<file path="config.mk">
export PLATFORM = sky130hd
export DESIGN_NAME = imm_gen_stage_flat
export DESIGN_NICKNAME = d
export VERILOG_FILES = /design/src/rtl/riscv_pkg.sv /design/src/rtl/imm_gen_stage_if.sv /design/src/rtl/imm_decode.sv /design/src/rtl/imm_gen_stage.sv /design/src/flat_wrapper.sv
export SDC_FILE = /design/constraint.sdc
export NUM_CORES = 1
export LEC_CHECK = 0
export ABC_AREA = 1
export BUFFER_PORTS_ARGS = -buffer_cell sky130_fd_sc_hd__buf_4
export CORE_MARGIN = 2
export CORE_UTILIZATION = 40
export DETAILED_ROUTE_END_ITERATION = 8
export GPL_TIMING_DRIVEN = 0
export PLACE_DENSITY = 0.77
export REMOVE_ABC_BUFFERS = 1
export SLEW_MARGIN = 15
export SYNTH_ARGS = -nofsm -noshare
export SYNTH_HDL_FRONTEND = slang
export SYNTH_SLANG_ARGS = --single-unit
</file>
<file path="constraint.sdc">
create_clock -name clk -period 1.2 [get_ports clk]
set_input_delay 0.18 -clock clk [delete_from_list [all_inputs] [get_ports clk]]
set_output_delay 0.18 -clock clk [all_outputs]
set_load 0.01 [all_outputs]
</file>
<file path="src/rtl/riscv_pkg.sv">
// Shared RISC-V decode definitions: immediate-format select codes and default datapath width.
package riscv_pkg;

    localparam int XLEN_DEFAULT = 32;

    localparam logic [3:0] IMM_I   = 4'b0000;
    localparam logic [3:0] IMM_S   = 4'b0001;
    localparam logic [3:0] IMM_B   = 4'b0010;
    localparam logic [3:0] IMM_U   = 4'b0011;
    localparam logic [3:0] IMM_J   = 4'b0100;
    localparam logic [3:0] IMM_Z   = 4'b0101;
    localparam logic [3:0] IMM_CI  = 4'b1000;
    localparam logic [3:0] IMM_CIW = 4'b1001;
    localparam logic [3:0] IMM_CL  = 4'b1010;
    localparam logic [3:0] IMM_CJ  = 4'b1011;
    localparam logic [3:0] IMM_CB  = 4'b1100;
    localparam logic [3:0] IMM_CSS = 4'b1101;

endpackage

</file>
<file path="src/rtl/imm_gen_stage_if.sv">
// Upstream (in_*) and downstream (out_*) valid/ready channels of the immediate generator stage.
interface imm_gen_stage_if #(
    parameter int XLEN  = riscv_pkg::XLEN_DEFAULT,
    parameter int TAG_W = 32
);
    logic             in_valid;
    logic             in_ready;
    logic [31:0]      in_instr;
    logic [3:0]       in_immsrc;
    logic [TAG_W-1:0] in_tag;
    logic             out_valid;
    logic             out_ready;
    logic [XLEN-1:0]  out_imm;
    logic [TAG_W-1:0] out_tag;
    logic             out_illegal;

    modport master (
        output in_valid, in_instr, in_immsrc, in_tag, out_ready,
        input  in_ready, out_valid, out_imm, out_tag, out_illegal
    );

    modport slave (
        input  in_valid, in_instr, in_immsrc, in_tag, out_ready,
        output in_ready, out_valid, out_imm, out_tag, out_illegal
    );
endinterface

</file>
<file path="src/rtl/imm_decode.sv">
// Combinational immediate extraction/extension for all RISC-V formats.
// Compressed formats are decoded only when IMM_GEN_RVC_EN is defined.
module imm_decode
    import riscv_pkg::*;
#(
    parameter int XLEN = XLEN_DEFAULT
) (
    input  logic [31:0]     instr_i,
    input  logic [3:0]      immsrc_i,
    output logic [XLEN-1:0] imm_o,
    output logic            illegal_o
);

    logic [31:0] imm32;

    // Every format is first built as a 32-bit value already sign/zero-extended
    // to bit 31, so widening to XLEN is a plain sign extension for all of them.
    always_comb begin
        // NOTE: defaults first so every path assigns every output; no latch.
        imm32     = '0;
        illegal_o = 1'b0;
        unique case (immsrc_i)
            IMM_I:   imm32 = {{20{instr_i[31]}}, instr_i[31:20]};
            IMM_S:   imm32 = {{20{instr_i[31]}}, instr_i[31:25], instr_i[11:7]};
            IMM_B:   imm32 = {{19{instr_i[31]}}, instr_i[31], instr_i[7],
                              instr_i[30:25], instr_i[11:8], 1'b0};
            IMM_U:   imm32 = {instr_i[31:12], 12'b0};
            IMM_J:   imm32 = {{11{instr_i[31]}}, instr_i[31], instr_i[19:12],
                              instr_i[20], instr_i[30:21], 1'b0};
            IMM_Z:   imm32 = {27'b0, instr_i[19:15]};
`ifdef IMM_GEN_RVC_EN
            IMM_CI:  imm32 = {{26{instr_i[12]}}, instr_i[12], instr_i[6:2]};
            IMM_CIW: imm32 = {22'b0, instr_i[10:7], instr_i[12:11], instr_i[5],
                              instr_i[6], 2'b00};
            IMM_CL:  imm32 = {25'b0, instr_i[5], instr_i[12:10], instr_i[6], 2'b00};
            IMM_CJ:  imm32 = {{20{instr_i[12]}}, instr_i[12], instr_i[8],
                              instr_i[10:9], instr_i[6], instr_i[7], instr_i[2],
                              instr_i[11], instr_i[5:3], 1'b0};
            IMM_CB:  imm32 = {{23{instr_i[12]}}, instr_i[12], instr_i[6:5],
                              instr_i[2], instr_i[11:10], instr_i[4:3], 1'b0};
            IMM_CSS: imm32 = {24'b0, instr_i[8:7], instr_i[12:9], 2'b00};
`endif
            default: illegal_o = 1'b1;
        endcase
    end

    assign imm_o = XLEN'($signed(imm32));

`ifdef IMM_GEN_RVC_EN
    logic unused_opcode_bits;
    assign unused_opcode_bits = ^instr_i[1:0];
`else
    logic unused_opcode_bits;
    assign unused_opcode_bits = ^instr_i[6:0];
`endif

endmodule

</file>
<file path="src/rtl/imm_gen_stage.sv">
// Registered immediate generator stage: output register plus one skid entry,
// full throughput with a fully registered in_ready. Honours IMM_GEN_RVC_EN via imm_decode.
module imm_gen_stage
    import riscv_pkg::*;
#(
    parameter int XLEN  = XLEN_DEFAULT,
    parameter int TAG_W = 32
) (
    input logic                clk,
    input logic                rst_n,
    imm_gen_stage_if.slave     bus
);

    typedef struct packed {
        logic [XLEN-1:0]  imm;
        logic [TAG_W-1:0] tag;
        logic             illegal;
    } entry_t;

    logic [XLEN-1:0] dec_imm;
    logic            dec_illegal;
    entry_t          in_entry;
    entry_t          out_q, out_d, skid_q, skid_d;
    logic            out_valid_q, out_valid_d;
    logic            skid_full_q, skid_full_d;
    logic            in_ready_q;
    logic            xfer_in, out_load;

    imm_decode #(.XLEN(XLEN)) u_decode (
        .instr_i   (bus.in_instr),
        .immsrc_i  (bus.in_immsrc),
        .imm_o     (dec_imm),
        .illegal_o (dec_illegal)
    );

    assign in_entry = '{imm: dec_imm, tag: bus.in_tag, illegal: dec_illegal};
    assign xfer_in  = bus.in_valid && in_ready_q;
    assign out_load = !out_valid_q || bus.out_ready;

    always_comb begin
        out_d       = out_q;
        out_valid_d = out_valid_q;
        skid_d      = skid_q;
        skid_full_d = skid_full_q;
        if (out_load) begin
            // The skid entry is older than anything on the input, so it goes first.
            if (skid_full_q) begin
                out_d       = skid_q;
                out_valid_d = 1'b1;
                skid_full_d = 1'b0;
            end else begin
                out_valid_d = xfer_in;
                if (xfer_in) out_d = in_entry;
            end
        end else if (xfer_in) begin
            skid_d      = in_entry;
            skid_full_d = 1'b1;
        end
    end

    always_ff @(posedge clk) begin
        if (!rst_n) begin
            // NOTE: data registers are reset too, so out_imm/out_tag read 0 after reset.
            out_q       <= '0;
            skid_q      <= '0;
            out_valid_q <= 1'b0;
            skid_full_q <= 1'b0;
            in_ready_q  <= 1'b0;
        end else begin
            // NOTE: non-blocking assignments keep all state updates on the same edge.
            out_q       <= out_d;
            skid_q      <= skid_d;
            out_valid_q <= out_valid_d;
            skid_full_q <= skid_full_d;
            in_ready_q  <= !skid_full_d;
        end
    end

    assign bus.in_ready    = in_ready_q;
    assign bus.out_valid   = out_valid_q;
    assign bus.out_imm     = out_q.imm;
    assign bus.out_tag     = out_q.tag;
    assign bus.out_illegal = out_q.illegal;

endmodule

</file>
<file path="src/flat_wrapper.sv">
// flat-port wrapper written by rule: the top's interface ports become plain ports
module imm_gen_stage_flat import riscv_pkg::*;
#(
    parameter int XLEN  = XLEN_DEFAULT,
    parameter int TAG_W = 32
)
  (clk, rst_n, bus_in_valid, bus_in_instr, bus_in_immsrc, bus_in_tag, bus_out_ready, bus_in_ready, bus_out_valid, bus_out_imm, bus_out_tag, bus_out_illegal);
  imm_gen_stage_if #(.XLEN(XLEN), .TAG_W(TAG_W)) bus_i ();
  input logic clk;
  input logic rst_n;
  input wire logic [$bits(bus_i.in_valid)-1:0] bus_in_valid;
  input wire logic [$bits(bus_i.in_instr)-1:0] bus_in_instr;
  input wire logic [$bits(bus_i.in_immsrc)-1:0] bus_in_immsrc;
  input wire logic [$bits(bus_i.in_tag)-1:0] bus_in_tag;
  input wire logic [$bits(bus_i.out_ready)-1:0] bus_out_ready;
  output wire logic [$bits(bus_i.in_ready)-1:0] bus_in_ready;
  output wire logic [$bits(bus_i.out_valid)-1:0] bus_out_valid;
  output wire logic [$bits(bus_i.out_imm)-1:0] bus_out_imm;
  output wire logic [$bits(bus_i.out_tag)-1:0] bus_out_tag;
  output wire logic [$bits(bus_i.out_illegal)-1:0] bus_out_illegal;
  assign bus_i.in_valid = bus_in_valid;
  assign bus_i.in_instr = bus_in_instr;
  assign bus_i.in_immsrc = bus_in_immsrc;
  assign bus_i.in_tag = bus_in_tag;
  assign bus_i.out_ready = bus_out_ready;
  assign bus_in_ready = bus_i.in_ready;
  assign bus_out_valid = bus_i.out_valid;
  assign bus_out_imm = bus_i.out_imm;
  assign bus_out_tag = bus_i.out_tag;
  assign bus_out_illegal = bus_i.out_illegal;
  imm_gen_stage #(.XLEN(XLEN), .TAG_W(TAG_W)) u_core (.clk(clk), .rst_n(rst_n), .bus(bus_i));
endmodule
</file>
==> flow_metrics.py <==
metrics = {
    "run_status": {
        "outcome": "complete, but fails checks",
        "violations": "negative setup slack",
    },
    "synth": {
        "synthesis.area_um2": 6020,
        "yosysTopAreaCell": "dfxtp_1",
        "synth.most_common_cell": "nor2_1",
        "synth_compound_area_share_pct": 20.8,
        "synth-simple-area-share_pct": 25.4,
        "ys_warn_count": 0,
        "synth_common_cells": "140 x nor2_1, 133 x dfxtp_1, 122 x nand2_1, 93 x o21ai_0, 69 x a21oi_1",
        "synth_top_cell_area_share_pct": 44.2,
        "seq_area_frac_synth_pct": 44.2,
        "synthMuxAreaShare_pct": 0,
        "async_reset_ff_share_pct": 0,
        "post_synth_fa_ha_maj_area_fraction_pct": 0,
        "synth_xor_area_share_pct": 0,
        "syn_inst": 825,
        "synth-edff-count": 0,
        "ys_ff_latch": 133,
        "synth_top_family_by_area": "simple AND/OR/NAND/NOR gates",
        "synthTopCellsByArea": "dfxtp_1 44%, nor2_1 8.7%, o21ai_0 7.7%, nand2_1 7.6%, a21oi_1 5.7%",
        "avgSynthCellArea_um2": 7.30,
        "synthDistinctLibCells": 26,
        "ys.flop_type": "dfxtp_1",
    },
    "grt": {
        "grt_pass1_vias": 6151,
        "gr-total-overflow": 0,
        "grt.total_usage_pct": 26.7,
        "grt_pass1_wl_um": 33100,
        "antenna_found_initial": 0,
        "grt_max_degree": 107,
    },
    "critical_path": {
        "slowest_delay_ps": 340,
        "crit_slowest_cell": "dfxtp_2",
        "cp_max_fo": 26,
        "cp.arrival_ps": 1760,
        "worst-path-buf-inv": 6,
        "crit_top_cell": "nor2_4",
        "startpoint_type": "flip-flop",
        "cp_top_family": "buffers and inverters",
        "crit_chain": "inv_2 -> nor2_4 -> inv_6 -> nor2_4 -> buf_12 -> buf_16 -> inv_16 -> o21ai_2 -> inv_1",
        "end_kind": "flip-flop",
        "critPathKind": "reg -> reg",
        "cp.required_ps": 1510,
    },
    "floorplanning": {
        "coreArea_um2": 14600,
        "fp.dieW_um": 127,
        "die_y_um": 127,
        "die_area_um2": 16000,
        "ios": 139,
        "rows": 44,
        "start_util_pct": 41.1,
    },
    "detailed_routing": {
        "drc": 0,
        "avgViaCountPerCell": 5.36,
        "vias": 6367,
        "final_antenna_net_count": 0,
        "drtIter0Drc": 522,
        "totalWireLength_um": 21800,
        "avgRoutedWirePerCell_um": 18.4,
        "drt_pass1_iterations": 5,
    },
    "timing": {
        "hold_viol": 0,
        "slew_headroom_pct": 45.6,
        "max_freq_mhz": 691,
        "rsz0062_at_grt": "true",
        "drv_slew": 0,
        "tightest_slew_ps": 815,
        "layout_min_cycle_time_ps": 1450,
        "setup_viol": 132,
        "skew_ps": 5.45,
        "finalCritPeriodShare_pct": 121,
        "setup_ws_ps": -248,
    },
    "place": {
        "dpl.hpwl_um": 9540,
        "placed_cell_area_um2": 7000,
        "io_buffers": 131,
        "gp_congestion": 0.806,
    },
    "clock_network": {
        "clock_path_buffers": 2,
        "cts_made_buffers": 17,
        "clock_latency_ps": 420,
        "clock_sinks": 133,
        "cts_tree": "yes",
        "htreeDepth": 4,
        "clk_pin_slew_worst_paths_ps": 60,
        "root_buffer": "clkbuf_16",
    },
    "power_and_ir_drop": {
        "finalPower_uw": 12000,
        "p_per_area_nw_per_um2": 1290,
        "ir_drop_uv": 963,
        "p_leak_uw": 0.00435,
    },
    "final_layout": {
        "nets": 1062,
        "final_cell_area_um2": 9340,
        "syn2layout_area_growth_pct": 55.2,
        "antenna_cells": 0,
        "drive_above_1_share_pct": 39.4,
    },
    "hold_path": {
        "hp-class": "in -> reg",
    },
    "run": {
        "maxCapViolations": 0,
    },
}
==> state kept, by name (all words and copies together) (netlist names) <==
| signal | count |
|---|---|
| u_core.bus.out_illegal | 1 |
| u_core.skid_full_q | 1 |
| u_core.bus.out_imm | 32 |
| u_core.bus.out_tag | 32 |
| u_core.bus.in_ready | 1 |
| u_core.skid_q | 65 |
| u_core.bus.out_valid | 1 |
==> cell type report <==
cell class                 instances  area (um^2)
clock buffer                      24          502
clock inverter                     8         96.3
fill                            1210         5300
inverter                          68          309
multi-input combinational        573         3470
sequential                       133         2670
tap                              184          230
timing repair buffer             190         1950
timing repair inverter             7          109
==> logic make-up (layout without fill, tap and decap cells) <==
family | after synthesis | count (layout)
buffers and inverters | 127 | 297
and+or+nand+nor | 344 | 352
DFF | 133 | 133
AOI/OAI and AO/OA | 221 | 221
==> tightest hold or removal path: stages <==
cell    delay [ps]
buf_4           90
nor2_1          30
nor2_1          90
==> stage by stage <==
stage | cells | hold WS [ps] | TNS [ps] | setup slack [ps] | util [%]
global placement | 1081 | 414 | -417810 | -4460 | 47.2
global route | 1187 | 13.7 | -25730 | -305 | 63.8
detailed placement | 1085 | 422 | -170700 | -1680 | 47.8
finish | 1187 | 9.66 | -20310 | -248 | 63.8
CTS | 1186 | 0.425 | -19950 | -220 | 61.6
floorplan | 766 | 315 | -215710 | -2300 | -
==> timing repair <==
item | in CTS | in global routing
gates resized for setup | 178 | 98
endpoints found under the hold margin | 15 | 0
cloned | 28 | 1
setup endpoints to repair | 133 | 133
hold buffers | 15 | 0
setup buffers | 26 | 4
pin swaps | 25 | 19
==> placed cells by master, fill, tap and decap left out, types with 8 or more instances in the layout <==
| master | count |
|---|---|
| nand2_4 | 13 |
| o21ai_0 | 38 |
| buf_4 | 139 |
| dfxtp_1 | 131 |
| nand3_2 | 8 |
| clkbuf_16 | 18 |
| nor2_4 | 14 |
| o21ai_1 | 42 |
| a21oi_1 | 35 |
| nand2_1 | 120 |
| buf_16 | 11 |
| nand2_8 | 8 |
| nand2_2 | 14 |
| nor2_1 | 109 |
| o211a_1 | 20 |
| inv_2 | 10 |
| nand3_1 | 36 |
| o21ai_2 | 36 |
| buf_12 | 12 |
| inv_1 | 54 |
| nor2_2 | 24 |
| a21oi_2 | 38 |
| dlygate4sd3_1 | 15 |
==> worst paths after layout <==
check / from / endpoint / slack [ps] / depth (start not counted)
setup / recovery: u_core.bus.out_valid / u_core.skid_q[63] / -250 / 9
hold / removal: bus_in_tag[16] / u_core.skid_q[17] / 10 / 3
setup reg to reg: u_core.bus.out_valid / u_core.skid_q[63] / -250 / 9
hold reg to reg: u_core.bus.out_tag[3] / u_core.bus.out_tag[3] / 490 / 2
==> power by group <==
group          total [uW]  switching (uW)  internal, uW
registers            4780             153          4630
logic                1960            1050           909
clock network        5290            1960          3320
total               12000            3160          8860
==> metal layers <==
layer,GRT usage (%),vias up,share of wire [%]
met1,33.9,2999,41
li1,-,3036,-
met2,43.4,287,48
met4,13.3,0,2.6
met3,5.53,45,7.7
met5,0,-,0
Note: power is estimated with default switching activity, not from simulation.
